==> src/rtl/fringe_counter_pkg.sv <==
// rtl/fringe_counter_pkg.sv - shared types and quadrature decode for fringe_counter
package fringe_counter_pkg;

    localparam int CH_WIDTH = 16;

    typedef enum logic [1:0] {
        DIR_NONE,
        DIR_UP,
        DIR_DOWN,
        DIR_ERR
    } dir_e;

    // Maps the {a,b} Gray code 00,10,11,01 onto phase 0,1,2,3.
    function automatic logic [1:0] quad_phase(input logic [1:0] ab);
        return {ab[0], ab[1] ^ ab[0]};
    endfunction

    function automatic dir_e quad_decode(input logic [1:0] prev, input logic [1:0] next);
        logic [1:0] step;
        step = quad_phase(next) - quad_phase(prev);
        case (step)
            2'd0:    return DIR_NONE;
            2'd1:    return DIR_UP;
            2'd3:    return DIR_DOWN;
            default: return DIR_ERR;
        endcase
    endfunction

endpackage

==> src/rtl/schmitt_trigger.sv <==
// rtl/schmitt_trigger.sv - signed comparator with hysteresis hold for one channel
module schmitt_trigger
    import fringe_counter_pkg::*;
#(
    parameter int WIDTH = CH_WIDTH
) (
    input  logic                    aclk,
    input  logic                    aresetn,
    input  logic                    enable,
    input  logic signed [WIDTH-1:0] sample,
    input  logic signed [WIDTH-1:0] lower,
    input  logic signed [WIDTH-1:0] upper,
    output logic                    out
);

    logic state;
    logic next_state;

    // out is the level this sample resolves to, so the decoder sees it on the same accept.
    always_comb begin
        next_state = state;
        if (upper > lower) begin
            if (sample > upper)
                next_state = 1'b1;
            else if (sample < lower)
                next_state = 1'b0;
        end
    end

    always_ff @(posedge aclk or negedge aresetn) begin
        if (!aresetn)
            state <= 1'b0;
        else if (enable)
            state <= next_state;
    end

    assign out = next_state;

endmodule

==> src/rtl/fringe_counter.sv <==
// rtl/fringe_counter.sv - Schmitt-triggered quadrature fringe position counter with decimated AXI-Stream output
module fringe_counter
    import fringe_counter_pkg::*;
#(
    parameter int AXIS_TDATA_WIDTH = 32,
    parameter int ERR_WIDTH        = 16
) (
    input  logic                          aclk,
    input  logic                          aresetn,
    input  logic [AXIS_TDATA_WIDTH/2-1:0] FC_lower_threshold,
    input  logic [AXIS_TDATA_WIDTH/2-1:0] FC_upper_threshold,
    input  logic [4:0]                    FC_log_decimation,
    input  logic                          FC_clear,
    output logic [ERR_WIDTH-1:0]          FC_error_count,
    input  logic                          S_AXIS_tvalid,
    input  logic [AXIS_TDATA_WIDTH-1:0]   S_AXIS_tdata,
    output logic                          S_AXIS_tready,
    output logic                          M_AXIS_tvalid,
    output logic [AXIS_TDATA_WIDTH-1:0]   M_AXIS_tdata,
    input  logic                          M_AXIS_tready
);

    localparam int CW = AXIS_TDATA_WIDTH / 2;

    logic                        accept;
    logic                        emit;
    logic                        primed;
    logic                        err_inc;
    logic [1:0]                  prev_ab;
    logic [1:0]                  next_ab;
    logic [AXIS_TDATA_WIDTH-1:0] position;
    logic [AXIS_TDATA_WIDTH-1:0] pos_next;
    logic [31:0]                 dec_count;
    logic [31:0]                 dec_limit;
    dir_e                        dir;

    assign S_AXIS_tready = ~M_AXIS_tvalid | M_AXIS_tready;
    assign accept        = S_AXIS_tvalid & S_AXIS_tready;

    schmitt_trigger #(.WIDTH(CW)) u_schmitt_a (
        .aclk    (aclk),
        .aresetn (aresetn),
        .enable  (accept),
        .sample  (S_AXIS_tdata[CW-1:0]),
        .lower   (FC_lower_threshold),
        .upper   (FC_upper_threshold),
        .out     (next_ab[1])
    );

    schmitt_trigger #(.WIDTH(CW)) u_schmitt_b (
        .aclk    (aclk),
        .aresetn (aresetn),
        .enable  (accept),
        .sample  (S_AXIS_tdata[AXIS_TDATA_WIDTH-1:CW]),
        .lower   (FC_lower_threshold),
        .upper   (FC_upper_threshold),
        .out     (next_ab[0])
    );

    assign dir = quad_decode(prev_ab, next_ab);

    always_comb begin
        pos_next = position;
        err_inc  = 1'b0;
        if (primed) begin
            case (dir)
                DIR_UP:   pos_next = position + AXIS_TDATA_WIDTH'(1);
                DIR_DOWN: pos_next = position - AXIS_TDATA_WIDTH'(1);
                DIR_ERR:  err_inc  = 1'b1;
                default:  pos_next = position;
            endcase
        end
    end

    assign dec_limit = (32'd1 << FC_log_decimation) - 32'd1;
    assign emit      = accept & ~FC_clear & (dec_count >= dec_limit);

    always_ff @(posedge aclk or negedge aresetn) begin
        if (!aresetn) begin
            prev_ab        <= 2'b00;
            primed         <= 1'b0;
            position       <= '0;
            dec_count      <= '0;
            FC_error_count <= '0;
            M_AXIS_tvalid  <= 1'b0;
            M_AXIS_tdata   <= '0;
        end else begin
            if (accept)
                prev_ab <= next_ab;

            // Clear beats a coincident accept for counting state; the Schmitt bits still follow the sample.
            if (FC_clear) begin
                position       <= '0;
                FC_error_count <= '0;
                dec_count      <= '0;
                primed         <= 1'b0;
            end else if (accept) begin
                position  <= pos_next;
                primed    <= 1'b1;
                dec_count <= emit ? 32'd0 : dec_count + 32'd1;
                if (err_inc && (FC_error_count != {ERR_WIDTH{1'b1}}))
                    FC_error_count <= FC_error_count + ERR_WIDTH'(1);
            end

            if (emit) begin
                M_AXIS_tdata  <= pos_next;
                M_AXIS_tvalid <= 1'b1;
            end else if (M_AXIS_tready) begin
                M_AXIS_tvalid <= 1'b0;
            end
        end
    end

endmodule

==> config.mk <==
export PLATFORM = sky130hd
export DESIGN_NAME = fringe_counter
export DESIGN_NICKNAME = d
export VERILOG_FILES = /design/src/rtl/fringe_counter_pkg.sv /design/src/rtl/schmitt_trigger.sv /design/src/rtl/fringe_counter.sv
export SDC_FILE = /design/constraint.sdc
export NUM_CORES = 1
export LEC_CHECK = 0
export CAP_MARGIN = 25
export CORE_MARGIN = 2
export CORE_UTILIZATION = 38
export CTS_CLUSTER_DIAMETER = 120
export DETAILED_ROUTE_END_ITERATION = 6
export MAX_ROUTING_LAYER = met4
export RECOVER_POWER = 25
export SYNTH_ARGS = -nofsm -noshare
export SYNTH_HDL_FRONTEND = slang
export SYNTH_SLANG_ARGS = --single-unit
==> constraint.sdc <==
create_clock -name aclk -period 4.9 [get_ports aclk]
set_clock_uncertainty 0.15 [all_clocks]
set_input_delay 0.98 -clock aclk [delete_from_list [all_inputs] [get_ports aclk]]
set_output_delay 0.98 -clock aclk [all_outputs]
set_load 0.1 [all_outputs]
# --- Word-level counts from Yosys, hierarchy flattened ---
# Cells that the tools add are included.
op_classes:
  add_sub_neg: 6
  n_lt_le_gt_ge: 6
  n_eq_ne: 6
  shifts: 1
  mux: 23
  n_bitwise: 8
  n_reduce_logical: 6
ops:
  columns: ["cell", "count"]
  rows:
  - ["$mux 32", 6]
  - ["$add 32x1->32 const B", 2]
  - ["$pmux 32 s2", 1]
  - ["$sub 32x1->32 const B", 2]
  - ["$gt 16x16->1", 3]
  - ["$mux 16", 3]
  - ["$ge 32x32->1", 1]
  - ["$lt 16x16->1", 2]
  - ["$shl 1x5->32 const A", 1]
  - ["$add 16x1->16 const B", 1]
  - ["$ne 16x16->1 const B", 1]
  - ["$mux 1", 12]
  - ["$eq 2x2->1 const B", 3]
  - ["$pmux 2 s3", 1]
  - ["$reduce_bool 2->1", 3]
  - ["$eq 2x1->1 const B", 2]
  - ["$and 1x1->1", 3]
  - ["$logic_not 2->1", 1]
  - ["$not 1->1", 2]
  - ["$reduce_and 2->1", 1]
  - ["$sub 2x2->2", 1]
  - ["$xor 1x1->1", 2]
  - ["$logic_and 1x1->1", 1]
  - ["$or 1x1->1", 1]
word_totals:
  register_bits: 118
  output_inout_bits: 50

# --- Longest topological paths before layout ---
depth:
  ltp_word: 15
  depth_mapped: 30
  ltp_nobuf: 28

# --- By module ---
# A second synthesis with hierarchy kept.
unflattened:
  cells_unflattened: 1312
  area_unflattened_um2: 10830.4
by_module_without_submodules:
  columns: ["mod", "instances", "cells_per_inst", "area_per_inst_um2", "seq_area_each_um2"]
  rows:
  - ["fringe_counter", 1, 994, 8391.8, 2902.8]
  - ["schmitt_trigger at u_schmitt_b", 1, 160, 1234.9, 25.0]
  - ["schmitt_trigger at u_schmitt_a", 1, 158, 1203.7, 25.0]

# --- Worst setup path after synthesis ---
# No wires, ideal clock.
synth_timing:
  path_type: "in2reg"
  from: "input FC_upper_threshold[1]"
  to: "register M_AXIS_tdata[24]"
  setup_time_ps: 137
  arrival_ps: 6420
  required_time_ps: 4613
  path_slack_ps: -1807
  path_stages: 29
  path_cell_list: "inv_1 -> ha_1 -> nor2b_1 -> o21a_1 -> o21a_1 -> o21a_1 -> o21a_1 -> o21a_1 -> o211ai_1 -> and4b_1 -> a21oi_1 -> a211oi_1 -> xnor2_1 -> ha_1 -> nor2_1 -> inv_1 -> a2111o_1 -> o21a_1 -> buf_2 -> buf_2 -> xnor2_1 -> ha_1 -> nor4_1 -> nand3_1 -> or4_1 -> or4_1 -> a21oi_1 -> xnor2_1 -> a21oi_1"
synth_via:
  elab_chain_cells: 10
  elab_cells_between_ends: 17
  cone_classes: "1 x add/sub; 3 x order compare; 4 x eq/ne; 7 x mux; 1 x bitwise; 1 x reduce/logical"
synth_rtl:
  columns: ["element", "line_no", "source"]
  rows:
  - ["start: declaration", "fringe_counter.sv:11", "input logic [AXIS_TDATA_WIDTH/2-1:0] FC_upper_threshold,"]
  - ["$gt 16x16->1", "schmitt_trigger.sv:23", "if (sample > upper)"]
  - ["$mux 1", "schmitt_trigger.sv:23", null]
  - ["$mux 1", "schmitt_trigger.sv:22", "if (upper > lower) begin"]
  - ["$xor 1x1->1", "fringe_counter_pkg.sv:15", "return {ab[0], ab[1] ^ ab[0]};"]
  - ["$sub 2x2->2 (*)", "fringe_counter_pkg.sv:20", "step = quad_phase(next) - quad_phase(prev);"]
  - ["$eq 2x2->1 (tied with other cells)", "fringe_counter_pkg.sv:21", "case (step)"]
  - ["$pmux 2 s3 (*)", "fringe_counter_pkg.sv:21", null]
  - ["$eq 2x2->1 / $eq 2x1->1 (equally long branches)", "fringe_counter.sv:66", "case (dir)"]
  - ["$pmux 32 s2 (*)", "fringe_counter.sv:66", null]
  - ["$mux 32 (*)", "fringe_counter.sv:65", "if (primed) begin"]
  - ["end signal: assignment", "fringe_counter.sv:106", "M_AXIS_tdata <= pos_next;"]
  - ["end: declaration", "fringe_counter.sv:19", "output logic [AXIS_TDATA_WIDTH-1:0] M_AXIS_tdata,"]
# Mark *: on every way between the ends. The rest lies on a longest branch, timed or not.
# A chain may end at the register's enable or synchronous reset.

# --- Worst setup path in the final report ---
layout_timing:
  from: "input FC_upper_threshold[9]"
  to: "register M_AXIS_tdata[28]"
# Same word-level chain as after synthesis.

==> results.md <==
* Vias at 10100
* FILL cells at 2187
* Relative slew slack at -24.1%
* Post-Syn Nets at 1405
* Post-synth cell types at 64
* Die Span X at 164 um
* Total track usage at 24.3%
* Clk Latency, worst-skew pair at 430 ps
* Reg2Reg Depth at 18
* Async set-reset flop share out of synthesis at 100%
* Clock-pin slew of the registers on the worst-case setup and hold paths at 50 ps
* WP data required at 5100 ps
* WHS Endpoint: M_AXIS_tdata[12]
* Hold-fix buffers at CTS at 0
* Setup CP Type: primary input to flip-flop
* Initial Util at 38.8%
* First-pass GRT wire length at 50.4 mm
* Hold path start: M_AXIS_tdata[12]
* Maximum number of pins on one net before global-route repair at 67
* Worst Setup Start Kind: primary input
* ANT cells at 0
* Synthesized area at 9760 sq um
* Worst Hold Class: flip-flop to flip-flop
* DR iter-0 viols at 763
* Post-placement cell area at 12500 sq um
* HPWL after DPL at 22.0 mm
* Critical path peak fanout at 2
* Synth area leaders: dfrtp_1 (30%), ha_1 (15%), nor2_1 (5.8%)
* CTS tree: built
* WHS Path Cells at 2
* Nets@finish at 1668
* Post-synth EDFFs at 0
* Row cnt at 58
* Fin area at 14500 sq um
* Worst Tran Pin Value at 1860 ps
* Crit. End Element: flip-flop
* Fin crit share at 125%
* Total wire length at 32.3 mm
* Routability cong. at 0.907
* R2r setup slk at 640 ps
* Cell count after synthesis at 1216
* Synth Area per Inst at 8.02 sq um
* Antenna Nets Post-Route at 0
* #FFs+latches synth at 116
* Post-synthesis sequential area ratio at 29.7%
* Status: finished, violations left
* IO buf count at 123
* Overflow after GRT at 0
* # DRC at 0
* Clock Sinks at 116
* Worst endpoint data arrival time at 6340 ps
* Maximum vdd drop at 0.327 mV
* Hold Fails Final Rpt at 0
* Deepest clock path buffer count at 2
* Setup TNS at -35610 ps
* Initial antenna violation count at 0
* Max-slew violations at 67
* I/O pin count at 124
* Final Worst Setup Slack at -1240 ps
* Worst r2r dst: M_AXIS_tdata[28]
* Leakage at 0.00642 uW
* Drt pass-1 iters at 7
* Post-synth top area cell: dfrtp_1
* Core Util, Final at 57.6%
* Vias in the first global route at 9901
* Crit path time final at 6140 ps
* Main flop type after synthesis: dfrtp_1
* Core area at 25200 sq um
* Finish-stage setup viols at 60
* Synth top area share at 29.7%
* Fmax at 0.163 GHz
* Share of cells above drive strength 1 at 27.0%
* Wire per inst at 17.7 um
* Num CTS Buffers at 17
* Vias per Instance at 5.56
* Area growth, synth to finish at 48.8%
* Max Cap Violations at 1
* CTS root buf: clkbuf_16
* DIE HEIGHT at 164 um
* Full die area at 27000 sq um
* Worst r2r src: prev_ab[1]
* Violated checks: max-capacitance violations, max-slew violations, negative setup slack
* Yosys warning total at 0
* H-tree depth reported by CTS at 4
* Pwr dens at 353 nW/um^2
* Min Hold Slack at 373 ps
* RSZ-0062 raised after global routing: true
## cells in the final DEF, fill, tap and decap left out, types with 8 or more instances in the layout
cell type | netlist | layout
o21ai_0 | 78 | 30
nor2_4 | 0 | 11
buf_4 | 1 | 150
o21ai_1 | 1 | 34
nand3_1 | 45 | 40
ha_1 | 115 | 104
ha_4 | 0 | 10
o31ai_1 | 18 | 16
a21o_1 | 28 | 28
nor4_1 | 18 | 9
nand2b_1 | 11 | 11
clkdlybuf4s50_1 | 0 | 103
o21a_1 | 11 | 10
nor2b_1 | 11 | 9
xor2_1 | 29 | 28
xnor2_1 | 45 | 42
nor2_1 | 151 | 134
and3_1 | 19 | 18
a21oi_2 | 0 | 26
inv_1 | 57 | 50
nand4_1 | 31 | 31
o21ai_2 | 1 | 15
or3_1 | 19 | 17
nand2_1 | 99 | 91
clkbuf_16 | 0 | 19
buf_6 | 0 | 20
buf_12 | 0 | 11
o211ai_1 | 10 | 10
nor3_1 | 34 | 22
mux2i_4 | 0 | 8
a21oi_1 | 99 | 72
dfrtp_1 | 116 | 116
## final cells by class
| class | instances | area [sq um] | area share, % |
|---|---|---|---|
| clock buffer | 22 | 474 | 3.27 |
| multi-input combinational | 978 | 7490 | 51.6 |
| timing repair buffer | 309 | 2930 | 20.2 |
| inverter | 57 | 226 | 1.56 |
| tap | 330 | 413 | 2.84 |
| clock inverter | 6 | 80.1 | 0.552 |
| sequential | 116 | 2900 | 20.0 |
## critical path: stages
cell and delay (ps):
clkdlybuf4s50_1 510, inv_2 70, ha_4 230, a21oi_1 130
nor2b_1 60, o21ai_1 110, nand2b_1 70, a21oi_1 140
nor2b_1 60, o21ai_1 210, and4b_1 250, a21oi_2 60
a211oi_2 250, xnor2_1 170, ha_1 270, nor2_1 110
inv_1 40, a2111o_1 330, o21a_4 160, xnor2_4 190
ha_4 170, and3_4 190, nand4_1 140, or3_4 390
mux2i_4 170, mux2_4 330, or3_1 380, a31oi_1 160
## report_power, final
part           switching (uW)  leakage [uW]  internal, uW  total, uW
logic                    1540       0.00454          1260       2800
registers                93.6       0.00159          1020       1120
clock network             441      0.000277           772       1210
## Yosys cell counts, types with 11 or more instances
cell type / instances
a21oi_1: 99
mux2i_1: 11
nor4_1: 18
nor3_1: 34
nor2b_1: 11
o21a_1: 11
a21o_1: 28
o21ai_0: 78
ha_1: 115
dfrtp_1: 116
xor2_1: 29
nand2_1: 99
nor2_1: 151
or3_1: 19
inv_1: 57
o31ai_1: 18
nand2b_1: 11
and3_1: 19
nand4_1: 31
xnor2_1: 45
nand3_1: 45
clkbuf_1: 56
## state kept, by name, indices dropped and copies added, names as in the netlist
name and count:
primed 1, M_AXIS_tdata 32, dec_count 32, M_AXIS_tvalid 1
position 32, FC_error_count 16, prev_ab 2
## worst max-delay path by stage
| stage | to | cells after the start | slack (ps) | start |
|---|---|---|---|---|
| 3_5_place_dp | M_AXIS_tdata[28] | 29 | -2020 | FC_upper_threshold[1] |
| 4_1_cts | M_AXIS_tdata[28] | 29 | -1390 | FC_upper_threshold[1] |
| 3_3_place_gp | M_AXIS_tdata[28] | 29 | -1880 | FC_upper_threshold[1] |
| 2_1_floorplan | M_AXIS_tdata[28] | 29 | -1350 | FC_upper_threshold[1] |
| 6_report | M_AXIS_tdata[28] | 28 | -1240 | FC_upper_threshold[9] |
| 5_1_grt | M_AXIS_tdata[28] | 25 | -1500 | FC_lower_threshold[1] |
## cell families (layout without fill, tap and decap cells)
family | Yosys count | count (layout) | share of synthesized area [%]
simple gates | 478 | 478 | 23.8
compound gates | 295 | 295 | 18.6
buf+inv | 122 | 394 | 4.80
flops | 116 | 116 | 29.7
fa+ha+maj | 115 | 115 | 14.7
xor+xnor | 74 | 74 | 6.64
mux | 15 | 15 | 1.59
other cells | 1 | 1 | 0.0384
## routing by layer
metal,global-route usage [%],share of wire [%],vias up
met3,3.84,5.9,51
li1,-,-,4894
met4,6.02,1.7,0
met2,38.2,46,319
met5,-,0,-
met1,32.7,46,4852
## metrics by stage
stage	setup slack, ps	instances	power, uW
floorplan	-1350	1216	2400
global placement	-1880	1747	3040
detailed placement	-2020	1747	3040
CTS	-1390	1795	4680
global route	-1500	1818	5360
finish	-1240	1818	5130
## repair_timing
action                     CTS  global route
setup endpoints to repair  106           106
resized for setup          113           172
setup buffers               19            27
cloned                       5             2
pin swaps                   81            86
Note: power is estimated with default switching activity, not from simulation.
